**src/rtl/serial_sub_ctrl.sv**
```systemverilog
// Bit-serial WIDTH-bit subtractor: one full-subtractor cell stepped LSB-first, borrow kept in a flop.
// diff/bout/zero are held from one completion to the next; start is honoured only in IDLE or DONE.
module serial_sub_ctrl #(
  parameter int WIDTH = 8
) (
  input  logic             clk,
  input  logic             rst_n,
  input  logic             start,
  input  logic [WIDTH-1:0] a,
  input  logic [WIDTH-1:0] b,
  input  logic             bin,
  output logic             busy,
  output logic             done,
  output logic [WIDTH-1:0] diff,
  output logic             bout,
  output logic             zero
);

  localparam int            CW       = $clog2(WIDTH);
  localparam logic [CW-1:0] LAST_BIT = CW'(WIDTH - 1);

  typedef enum logic [1:0] {
    S_IDLE = 2'd0,
    S_RUN  = 2'd1,
    S_DONE = 2'd2
  } state_e;

  state_e           state_q, state_d;
  logic [WIDTH-1:0] sa_q, sa_d;
  logic [WIDTH-1:0] sb_q, sb_d;
  logic [WIDTH-1:0] sd_q, sd_d;
  logic             br_q, br_d;
  logic [CW-1:0]    cnt_q, cnt_d;
  logic [WIDTH-1:0] diff_q, diff_d;
  logic             bout_q, bout_d;
  logic             zero_q, zero_d;
  logic             busy_q, busy_d;
  logic             done_q, done_d;

  logic             x_s, y_s, d_s, nb_s;
  logic [WIDTH-1:0] sd_next_s;

  // Full-subtractor cell on the current LSBs plus the shifted-in result bit.
  always_comb begin
    x_s       = sa_q[0];
    y_s       = sb_q[0];
    d_s       = x_s ^ y_s ^ br_q;
    nb_s      = (~x_s & y_s) | (~(x_s ^ y_s) & br_q);
    sd_next_s = {d_s, sd_q[WIDTH-1:1]};
  end

  // Next-state, datapath and output decode; every register holds unless its state says otherwise.
  always_comb begin
    state_d = state_q;
    sa_d    = sa_q;
    sb_d    = sb_q;
    sd_d    = sd_q;
    br_d    = br_q;
    cnt_d   = cnt_q;
    diff_d  = diff_q;
    bout_d  = bout_q;
    zero_d  = zero_q;
    case (state_q)
      S_IDLE: begin
        if (start) begin
          sa_d    = a;
          sb_d    = b;
          br_d    = bin;
          cnt_d   = {CW{1'b0}};
          state_d = S_RUN;
        end else begin
          state_d = S_IDLE;
        end
      end
      S_RUN: begin
        sd_d  = sd_next_s;
        sa_d  = {1'b0, sa_q[WIDTH-1:1]};
        sb_d  = {1'b0, sb_q[WIDTH-1:1]};
        br_d  = nb_s;
        cnt_d = cnt_q + {{(CW-1){1'b0}}, 1'b1};
        if (cnt_q == LAST_BIT) begin
          diff_d  = sd_next_s;
          bout_d  = nb_s;
          zero_d  = (sd_next_s == {WIDTH{1'b0}});
          state_d = S_DONE;
        end else begin
          state_d = S_RUN;
        end
      end
      S_DONE: begin
        if (start) begin
          sa_d    = a;
          sb_d    = b;
          br_d    = bin;
          cnt_d   = {CW{1'b0}};
          state_d = S_RUN;
        end else begin
          state_d = S_IDLE;
        end
      end
      default: begin
        state_d = S_IDLE;
      end
    endcase
    // busy/done are flopped from the next state so the ports stay register-driven.
    busy_d = (state_d == S_RUN);
    done_d = (state_d == S_DONE);
  end

  // State, datapath and result registers; reset discards any in-flight operation.
  always_ff @(posedge clk or negedge rst_n) begin
    if (!rst_n) begin
      state_q <= S_IDLE;
      sa_q    <= {WIDTH{1'b0}};
      sb_q    <= {WIDTH{1'b0}};
      sd_q    <= {WIDTH{1'b0}};
      br_q    <= 1'b0;
      cnt_q   <= {CW{1'b0}};
      diff_q  <= {WIDTH{1'b0}};
      bout_q  <= 1'b0;
      zero_q  <= 1'b0;
      busy_q  <= 1'b0;
      done_q  <= 1'b0;
    end else begin
      state_q <= state_d;
      sa_q    <= sa_d;
      sb_q    <= sb_d;
      sd_q    <= sd_d;
      br_q    <= br_d;
      cnt_q   <= cnt_d;
      diff_q  <= diff_d;
      bout_q  <= bout_d;
      zero_q  <= zero_d;
      busy_q  <= busy_d;
      done_q  <= done_d;
    end
  end

  assign busy = busy_q;
  assign done = done_q;
  assign diff = diff_q;
  assign bout = bout_q;
  assign zero = zero_q;

endmodule

```
**config.mk**
```make
export PLATFORM = sky130hd
export DESIGN_NAME = serial_sub_ctrl
export DESIGN_NICKNAME = d
export VERILOG_FILES = /design/src/rtl/serial_sub_ctrl.sv
export SDC_FILE = /design/constraint.sdc
export NUM_CORES = 1
export LEC_CHECK = 0
export ABC_AREA = 1
export BUFFER_PORTS_ARGS = -buffer_cell sky130_fd_sc_hd__buf_2
export CORE_ASPECT_RATIO = 1.1
export CORE_MARGIN = 2
export CORE_UTILIZATION = 50
export CTS_CLUSTER_DIAMETER = 200
export DETAILED_ROUTE_END_ITERATION = 10
export GPL_ROUTABILITY_DRIVEN = 0
export GPL_TIMING_DRIVEN = 1
export PLACE_DENSITY_LB_ADDON = 0.25
export REMOVE_ABC_BUFFERS = 1
export SLEW_MARGIN = 10
export SYNTH_ARGS = -nofsm -noshare
export SYNTH_HDL_FRONTEND = slang
export SYNTH_SLANG_ARGS = --single-unit
```
**constraint.sdc**
```tcl
create_clock -name clk -period 1.61 [get_ports clk]
set_clock_uncertainty 0.2 [all_clocks]
set_input_delay 0.322 -clock clk [delete_from_list [all_inputs] [get_ports clk]]
set_output_delay 0.322 -clock clk [all_outputs]
set_load 0.03 [all_outputs]
```
# Word-level counts from Yosys, hierarchy flattened
# Cells that the tools add are included.
classes:
  n_eq_ne: 6
  muxes: 11
  reduce_logical: 6
  n_addsub: 1
  bitwise_logic: 7
op_table:
  columns: ["op", "n"]
  rows:
  - ["case mux 8 bit (2 select lines)", 2]
  - ["2-to-1 mux 8 bit", 2]
  - ["logical NOT 8 bit", 1]
  - ["case mux 3 bit (2 select lines)", 1]
  - ["== test 2 x 1 -> 1 bit (second input constant)", 2]
  - ["== test 2 bit (second input constant)", 2]
  - ["case mux 2 bit (2 select lines)", 1]
  - ["AND reduction 2 bit", 2]
  - ["adder 3 x 1 -> 3 bit (second input constant)", 1]
  - ["== test 3 bit (second input constant)", 1]
  - ["2-to-1 mux 3 bit", 1]
  - ["AND 1 bit", 2]
  - ["logical NOT 2 bit", 1]
  - ["2-to-1 mux 1 bit", 2]
  - ["2-to-1 mux 2 bit", 1]
  - ["!= test 2 x 1 -> 1 bit (second input constant)", 1]
  - ["NOT 1 bit", 2]
  - ["case mux 1 bit (2 select lines)", 1]
  - ["nonzero test 2 bit", 1]
  - ["OR reduction 2 bit", 1]
  - ["XOR 1 bit", 2]
  - ["bitwise OR 1 bit", 1]
totals:
  wordCells: 42
  in_bits: 20
  out_inout_bits: 12
  regBits: 42

# Longest topological paths before layout
# Gate-level depths: netlist of the first run.
depth:
  word_depth: 5
  ltp_mapped: 8
  ltp_nobuf: 7

# Worst setup path before layout of the first run
# No wires, ideal clock.
synth_path:
  kind: "register to register"
  startpoint: "register cnt_q[0]"
  endpoint: "register bout_q (netlist: bout)"
  synth_period_minus_slack_ns: 1.484
  setup_time_ns: 0.131
  setup_slack_ns: 0.126
  path_buffers: 1
  arrival_time_ns: 1.153
  t_required_ns: 1.279
  stages_incl_launch_ff: 6
  path_cell_list: "dfrtp_1 -> ha_1 -> ha_1 -> nand3_1 -> clkbuf_1 -> o21ai_0"
synth_between:
  elab_chain_len: 2
synth_rtl:
  columns: ["element", "line_no", "source"]
  rows:
  - ["from (decl)", "33", "logic [CW-1:0] cnt_q, cnt_d;"]
  - ["from (signal assigned)", "118", "cnt_q <= {CW{1'b0}};"]
  - ["from (signal assigned)", "130", "cnt_q <= cnt_d;"]
  - ["== test 3 bit", "81", "if (cnt_q == LAST_BIT) begin"]
  - ["AND reduction 2 bit (no line)", null, null]
  - ["to (signal assigned)", "132", "bout_q <= bout_d;"]
  - ["to (decl)", "35", "logic bout_q, bout_d;"]
# No other way between the ends.
# A chain may end at the register's enable or synchronous reset.

# Final worst setup path of the first run
layout_path:
  startpoint: "register sa_q[0]"
  endpoint: "register zero_q (netlist: zero)"
layout_between:
  elab_chain_len: 3
layout_rtl:
  columns: ["element", "line_no", "source"]
  rows:
  - ["from (decl)", "29", "logic [WIDTH-1:0] sa_q, sa_d;"]
  - ["from (signal assigned)", "114", "sa_q <= {WIDTH{1'b0}};"]
  - ["XOR 1 bit (2 in series)", "47", "d_s = x_s ^ y_s ^ br_q;"]
  - ["via d_s", "40", "logic x_s, y_s, d_s, nb_s;"]
  - ["logical NOT 8 bit", "84", "zero_d = (sd_next_s == {WIDTH{1'b0}});"]
  - ["to (signal assigned)", "133", "zero_q <= zero_d;"]
  - ["to (decl)", "36", "logic zero_q, zero_d;"]
# The timed path passes the listed nets, and every way through them passes these cells.

==> out/summary.txt, run 1 <==
# H-tree levels: 2
Critical Path Most Common Cell: nand2_1
pin count of the biggest net entering global routing: 42
diode count: 0
total track usage: 0.183
critical path class: flip-flop to flip-flop
syn avg cell area: 8.32 sq um
Leakage Power: 1.17 nW
Clock Latency Late Sink: 0.34 ns
core footprint: 3390 sq um
drt first pass iters: 4
Initial Util: 0.531
Setup WS pre-CTS: 0.0772 ns
CP startpoint: sa_q[0]
post-synth cell types: 15
M1 wire length: 1430 microns
FF-to-FF Start: sa_q[0]
ANT nets after route: 0
Die W: 61.2 microns
sequential cell area fraction in the yosys report: 0.571
register area: 1030 sq um
yosys synthesis warning count: 0
met2 wire length: 1520 microns
setup TNS: 0 ns
# port buffers: 31
number of synthesized flops with an enable pin: 0
Max IR drop VDD: 1.01 mV
CP max-delay cell: fa_1
worst stage delay on the critical path: 0.49 ns
post-synth top area share: 0.571
largest area contributor in the netlist: dfrtp_1
relative slew slack: 0.828
Switching Fraction: 0.431
row count: 22
crit share post-route: 0.956
Mapped Area: 1800 sq um
Commonest cells post-synth: nand2_1 (108), dfrtp_1 (41), o21ai_0 (25)
Cell Chain, Critical Path: fa_1, nor2_1, nand2_1, nor2_1, nand2_1, nand2_1
vias in the first global route: 1,257
endpoints failing hold: 0
Synth Register Bits: 41
CP top delay family: adder cells
CTS root buf: clkbuf_4
Cell Pwr Density: 1900 nW/um^2
Gate power share: 0.452
drt initial violations: 65
Routed WL per cell: 10.4 microns
sequential share of power: 0.429
WL met3: 144 microns
Area contributors post-synth: dfrtp_1 (57%), nand2_1 (23%), o21ai_0 (7.0%)
chip height: 66.9 microns
worst reg2reg path depth: 6
Design Power: 3.99 mW
crit path to: zero
initial antenna violation count: 0
total of max-cap violations: 0
crit-path max FO: 2
Avg Vias per Cell: 4.63
fin worst setup slack: 0.0712 ns
startpoint types: flip-flop
RSZ-0062 raised after global routing: no
Period minus WS final: 1.54 ns
WL final: 3140 microns
DR top layer: met4
clk buf depth: 2
Worst path depth: 6
# fillers: 305
first-pass GRT wire length: 5440 microns
Achievable Freq: 650 MHz
most common cell in the synthesized netlist: nand2_1
CTS Buf Count: 5
Slew Viols, Final: 0
TritonCTS clock tree: done
r2r setup slk: 0.07 ns
dpl hpwl: 2200 microns
cell count after synthesis: 216
area of the multi-input gates: 648 sq um
die area: 4090 sq um
Reg clk slew, reported paths: 0.11 ns
Power Internal: 2.27 mW
Net Sw Power: 1.72 mW
CP arrival: 1.63 ns
Synth async-reset ratio: 1.00
Post-CTS Setup Bufs: 0
TritonCTS Sinks: 41
number of I/O pins: 32
nets: 276
vias: 1,397
Worst Hold Class: input pin to flip-flop
clock network fraction of total power: 0.119
Worst Path Required: 1.70 ns
status: finished clean
RR Endpoint: zero
Syn-to-layout area delta: 16.8%
Synth Flop Type: dfrtp_1
CP Capture Type: flip-flop
Final Setup Violations: 0
share of cells above drive strength 1: 0.213
grt total ovfl: 0
DRC: 0
Least-Margin Pin Slew: 0.258 ns
Worst Path Buf+Inv: 0
registers in the layout (all words and copies together), names as in the netlist:
signal	cells
done	1
state_q	2
bout	1
sb_q	8
diff	8
cnt_q	3
sd_q	7
br_q	1
zero	1
busy	1
sa_q	8
per-stage QoR:
stage,hold slack [ns],utilization,cell area [sq um],instances
2_1_floorplan,-0.174,-,1730,206
3_3_place_gp,0.109,0.597,2020,292
3_5_place_dp,0.112,0.597,2020,292
4_1_cts,0.0101,0.618,2090,302
5_1_grt,0.0125,0.620,2100,302
6_report,0.0274,0.620,2100,302
cells in the final DEF (no fill, tap or decap), drive strengths merged:
master and instances:
dlygate4sd3 2, buf 38, fa 1, nand3 5, dfrtp 41, clkbuf 6, nor2 5, ha 2
clkinv 2, inv 16, o21ai 25, nand2 111
how the worst min path moves through the flow:
stage,from,to,slack (ns),depth (start not counted)
after floorplan,rst_n,bout,-0.17,0
after global placement,rst_n,done,0.11,2
after detailed placement,rst_n,sd_q[3],0.11,2
after CTS,a[7],sa_q[7],0.01,3
after global routing,a[7],sa_q[7],0.01,3
final,a[7],sa_q[7],0.03,3
final cells by class:
class / instances / share of cell area
Timing Repair Buffer: 40 / 0.120
Inverter: 16 / 0.0286
Multi-Input combinational cell: 149 / 0.309
Sequential cell: 41 / 0.489
Clock inverter: 2 / 0.00477
Clock buffer: 6 / 0.0197
Tap cell: 48 / 0.0286
tightest hold or removal path: cells and delay by family:
| kind | cells | cell delay (ns) |
|---|---|---|
| buffers and inverters | 1 | 0.08 |
| and+or+nand+nor | 2 | 0.14 |
layer usage:
layer	vias to the layer above	GRT usage
met5	-	0
met2	31	0.309
met4	0	0.0652
met1	630	0.214
li1	731	-
met3	5	0.0583
power groups by stage:
stage,logic (mW),registers (mW),clock network (mW)
finish,1.80,1.71,0.476
global route,2.09,1.76,0.562
CTS,1.84,1.71,0.500
detailed placement,1.83,1.73,0
global placement,1.80,1.72,0
floorplan,0.992,1.96,0
repair_timing:
action | CTS | global route
endpoints found under the hold margin | 42 | 0
resized for setup | 0 | 2
hold buffers | 2 | 0
endpoints found under the setup margin | 0 | 4
cells by family (layout without fill, tap and decap cells):
group / after synthesis / in the layout / synth area share
simple gates: 121 / 121 / 0.263
flops: 41 / 41 / 0.571
buf+inv: 26 / 64 / 0.0717
compound gates: 25 / 25 / 0.0696
fa+ha+maj: 3 / 3 / 0.0251
Note: power is estimated with default switching activity, not from simulation.
==> run 2: changes to the inputs <==
Settings changed: ABC_AREA 1 to not set.
==> out/summary.txt, run 2 <==
status: complete, but fails checks (was finished clean)
failing checks: negative setup slack
drt initial violations: 38 (was 65)
relative slew slack: 0.741 (was 0.828)
Period minus WS final: 1.77 ns (was 1.54 ns)
TritonCTS Sinks: 41 (unchanged)
Final Setup Violations: 8 (was 0)
Placed Cells: 240 (was 292)
Slew Viols, Final: 0 (unchanged)
DRC: 0 (unchanged)
crit-path max FO: 6 (was 2)
Net Sw Power: 1.80 mW (was 1.72 mW)
chip height: 66.5 microns (was 66.9 microns)
Avg Vias per Cell: 5.11 (was 4.63)
total track usage: 0.214 (was 0.183)
Switching Fraction: 0.390 (was 0.431)
crit share post-route: 1.10 (was 0.956)
CP arrival: 1.81 ns (was 1.63 ns)
Commonest cells post-synth: dfrtp_1 (41), nand2_1 (24), nand3_1 (18) (was nand2_1 (108), dfrtp_1 (41), o21ai_0 (25))
sequential share of power: 0.385 (was 0.429)
most common cell in the synthesized netlist: dfrtp_1 (was nand2_1)
initial antenna violation count: 0 (unchanged)
dpl hpwl: 2480 microns (was 2200 microns)
register area: 1030 sq um (about the same)
share of cells above drive strength 1: 0.346 (was 0.213)
# port buffers: 31 (unchanged)
CP startpoint: cnt_q[1] (was sa_q[0])
Final Non-Filler Cells: 256 (was 302)
post-synth cell types: 19 (was 15)
Synth async-reset ratio: 1.00 (unchanged)
Area contributors post-synth: dfrtp_1 (58%), mux2i_1 (9.0%), nand3_1 (5.1%) (was dfrtp_1 (57%), nand2_1 (23%), o21ai_0 (7.0%))
yosys synthesis warning count: 0 (unchanged)
pin count of the biggest net entering global routing: 27 (was 42)
Cell Chain, Critical Path: ha_2, ha_4, nand3b_1, buf_6, buf_12, mux2_4 (was fa_1, nor2_1, nand2_1, nor2_1, nand2_1, nand2_1)
Clock Latency Late Sink: 0.36 ns (was 0.34 ns)
clock network fraction of total power: 0.147 (was 0.119)
diode count: 0 (unchanged)
WL final: 3580 microns (was 3140 microns)
startpoint types: flip-flop (unchanged)
Syn-to-layout area delta: 28.7% (was 16.8%)
Leakage Power: 1.20 nW (was 1.17 nW)
# fillers: 274 (was 305)
core footprint: 3360 sq um (was 3390 sq um)
clk buf depth: 2 (unchanged)
worst hold start: b[4] (was a[7])
Worst path depth: 6 (unchanged)
Synth Flop Type: dfrtp_1 (unchanged)
first-pass GRT wire length: 6230 microns (was 5440 microns)
drt first pass iters: 6 (was 4)
Power Internal: 2.82 mW (was 2.27 mW)
worst reg2reg path depth: 6 (unchanged)
vias in the first global route: 1,367 (was 1,257)
most frequent cells in the layout: dfrtp_1 (41), buf_2 (31), nand2_1 (24) (was nand2_1 (108), dfrtp_1 (40), buf_2 (31))
vias: 1,308 (was 1,397)
Worst Hold Class: input pin to flip-flop (unchanged)
RSZ-0062 raised after global routing: yes (was no)
Cell Pwr Density: 2020 nW/um^2 (was 1900 nW/um^2)
worst stage delay on the critical path: 0.41 ns (was 0.49 ns)
# H-tree levels: 2 (unchanged)
number of synthesized flops with an enable pin: 0 (unchanged)
cell count after synthesis: 158 (was 216)
Reg clk slew, reported paths: 0.13 ns (was 0.11 ns)
post-synth top area share: 0.578 (was 0.571)
nets: 230 (was 276)
Achievable Freq: 566 MHz (was 650 MHz)
Routed WL per cell: 14.0 microns (was 10.4 microns)
total of max-cap violations: 0 (unchanged)
Setup WS pre-CTS: -0.146 ns (was 0.0772 ns)
FF-to-FF Start: cnt_q[1] (was sa_q[0])
Gate power share: 0.468 (was 0.452)
Worst Path Buf+Inv: 2 (was 0)
commonest non-fill, non-tap cell in the layout: dfrtp_1 (was nand2_1)
CP max-delay cell: dfrtp_1 (was fa_1)
largest area contributor in the netlist: dfrtp_1 (unchanged)
die area: 4040 sq um (was 4090 sq um)
Die W: 60.8 microns (was 61.2 microns)
Hold Path Depth: 3 (unchanged)
CTS Buf Count: 5 (unchanged)
TritonCTS clock tree: done (unchanged)
ANT nets after route: 0 (unchanged)
Initial Util: 0.528 (was 0.531)
fin worst setup slack: -0.158 ns (was 0.0712 ns)
Max IR drop VDD: 0.924 mV (was 1.01 mV)
number of I/O pins: 32 (unchanged)
Synth Register Bits: 41 (unchanged)
grt total ovfl: 0 (unchanged)
endpoints failing hold: 0 (unchanged)
row count: 22 (unchanged)
CP Capture Type: flip-flop (unchanged)
Worst Path Required: 1.66 ns (was 1.70 ns)
syn avg cell area: 11.2 sq um (was 8.32 sq um)
Mapped Area: 1770 sq um (was 1800 sq um)
CP top delay family: flip-flops (was adder cells)
CTS root buf: clkbuf_4 (unchanged)
area of the multi-input gates: 714 sq um (was 648 sq um)
sequential cell area fraction in the yosys report: 0.578 (was 0.571)
critical path class: flip-flop to flip-flop (unchanged)
Least-Margin Pin Slew: 0.389 ns (was 0.258 ns)
## run 2: final cells by class
cell class | instances | area share
sequential | 41 | 0.449
multi-input combinational | 102 | 0.313
timing repair buffer | 52 | 0.167
tap | 48 | 0.0263
clock inverter | 3 | 0.0203
clock buffer | 5 | 0.0164
inverter | 5 | 0.00822
## run 2: path summary, 6_finish.rpt
kind                           end  slack, ns
max reg2reg                diff[6]      -0.16
min reg2reg                   bout       0.30
min                        sb_q[4]       0.02
max in group asynchronous  diff[4]       0.55
max                        diff[6]      -0.16
min in group asynchronous  sa_q[7]       0.20
## run 2: tightest hold or removal path, delay by kind of cell
kind / cells / cell delay, ns
mux: 1 / 0.05
buf+inv: 1 / 0.07
compound gates: 1 / 0.11
## run 2: through the flow
stage	util	total power [mW]	cell area [sq um]	hold WS, ns	TNS, ns
finish	0.680	4.62	2280	0.0235	-1.03
global route	0.680	5.00	2280	0.00671	-1.30
CTS	0.684	4.67	2300	0.0108	-1.01
detailed placement	0.618	3.78	2080	0.0641	-1.16
global placement	0.618	3.67	2080	0.0609	-0.616
floorplan	-	3.00	1710	-0.174	-13.05
## run 2: timing repair
| action | in CTS | in global routing |
|---|---|---|
| cloned | 1 | 0 |
| endpoints found under the setup margin | 9 | 11 |
| hold buffers | 1 | 0 |
| hold endpoints to repair | 41 | 0 |
| gates resized for setup | 18 | 3 |
| pin swaps | 3 | 1 |
| setup buffers | 5 | 2 |
## run 2: kinds of logic after synthesis
logic type | synth area share
mux | 0.141
compound gates | 0.0839
buf+inv | 0.0444
simple gates | 0.127
fa+ha+maj | 0.0254
flops | 0.578
## run 2: power by group through the flow
stage	Sequential, mW	Combinational (mW)	Clock [mW]
global route	1.85	2.39	0.758
global placement	1.75	1.92	0
finish	1.78	2.16	0.677
detailed placement	1.79	2.00	0
CTS	1.78	2.19	0.702
floorplan	2.04	0.965	0
## run 2: routing by layer
layer  vias to the layer above  routed length (microns)  global-route usage
li1                        642                        -                   -
met1                       629                     1530               0.254
met2                        29                     1840               0.359
met3                         8                      134              0.0660
met4                         0                       69              0.0815
met5                         -                        0                   0
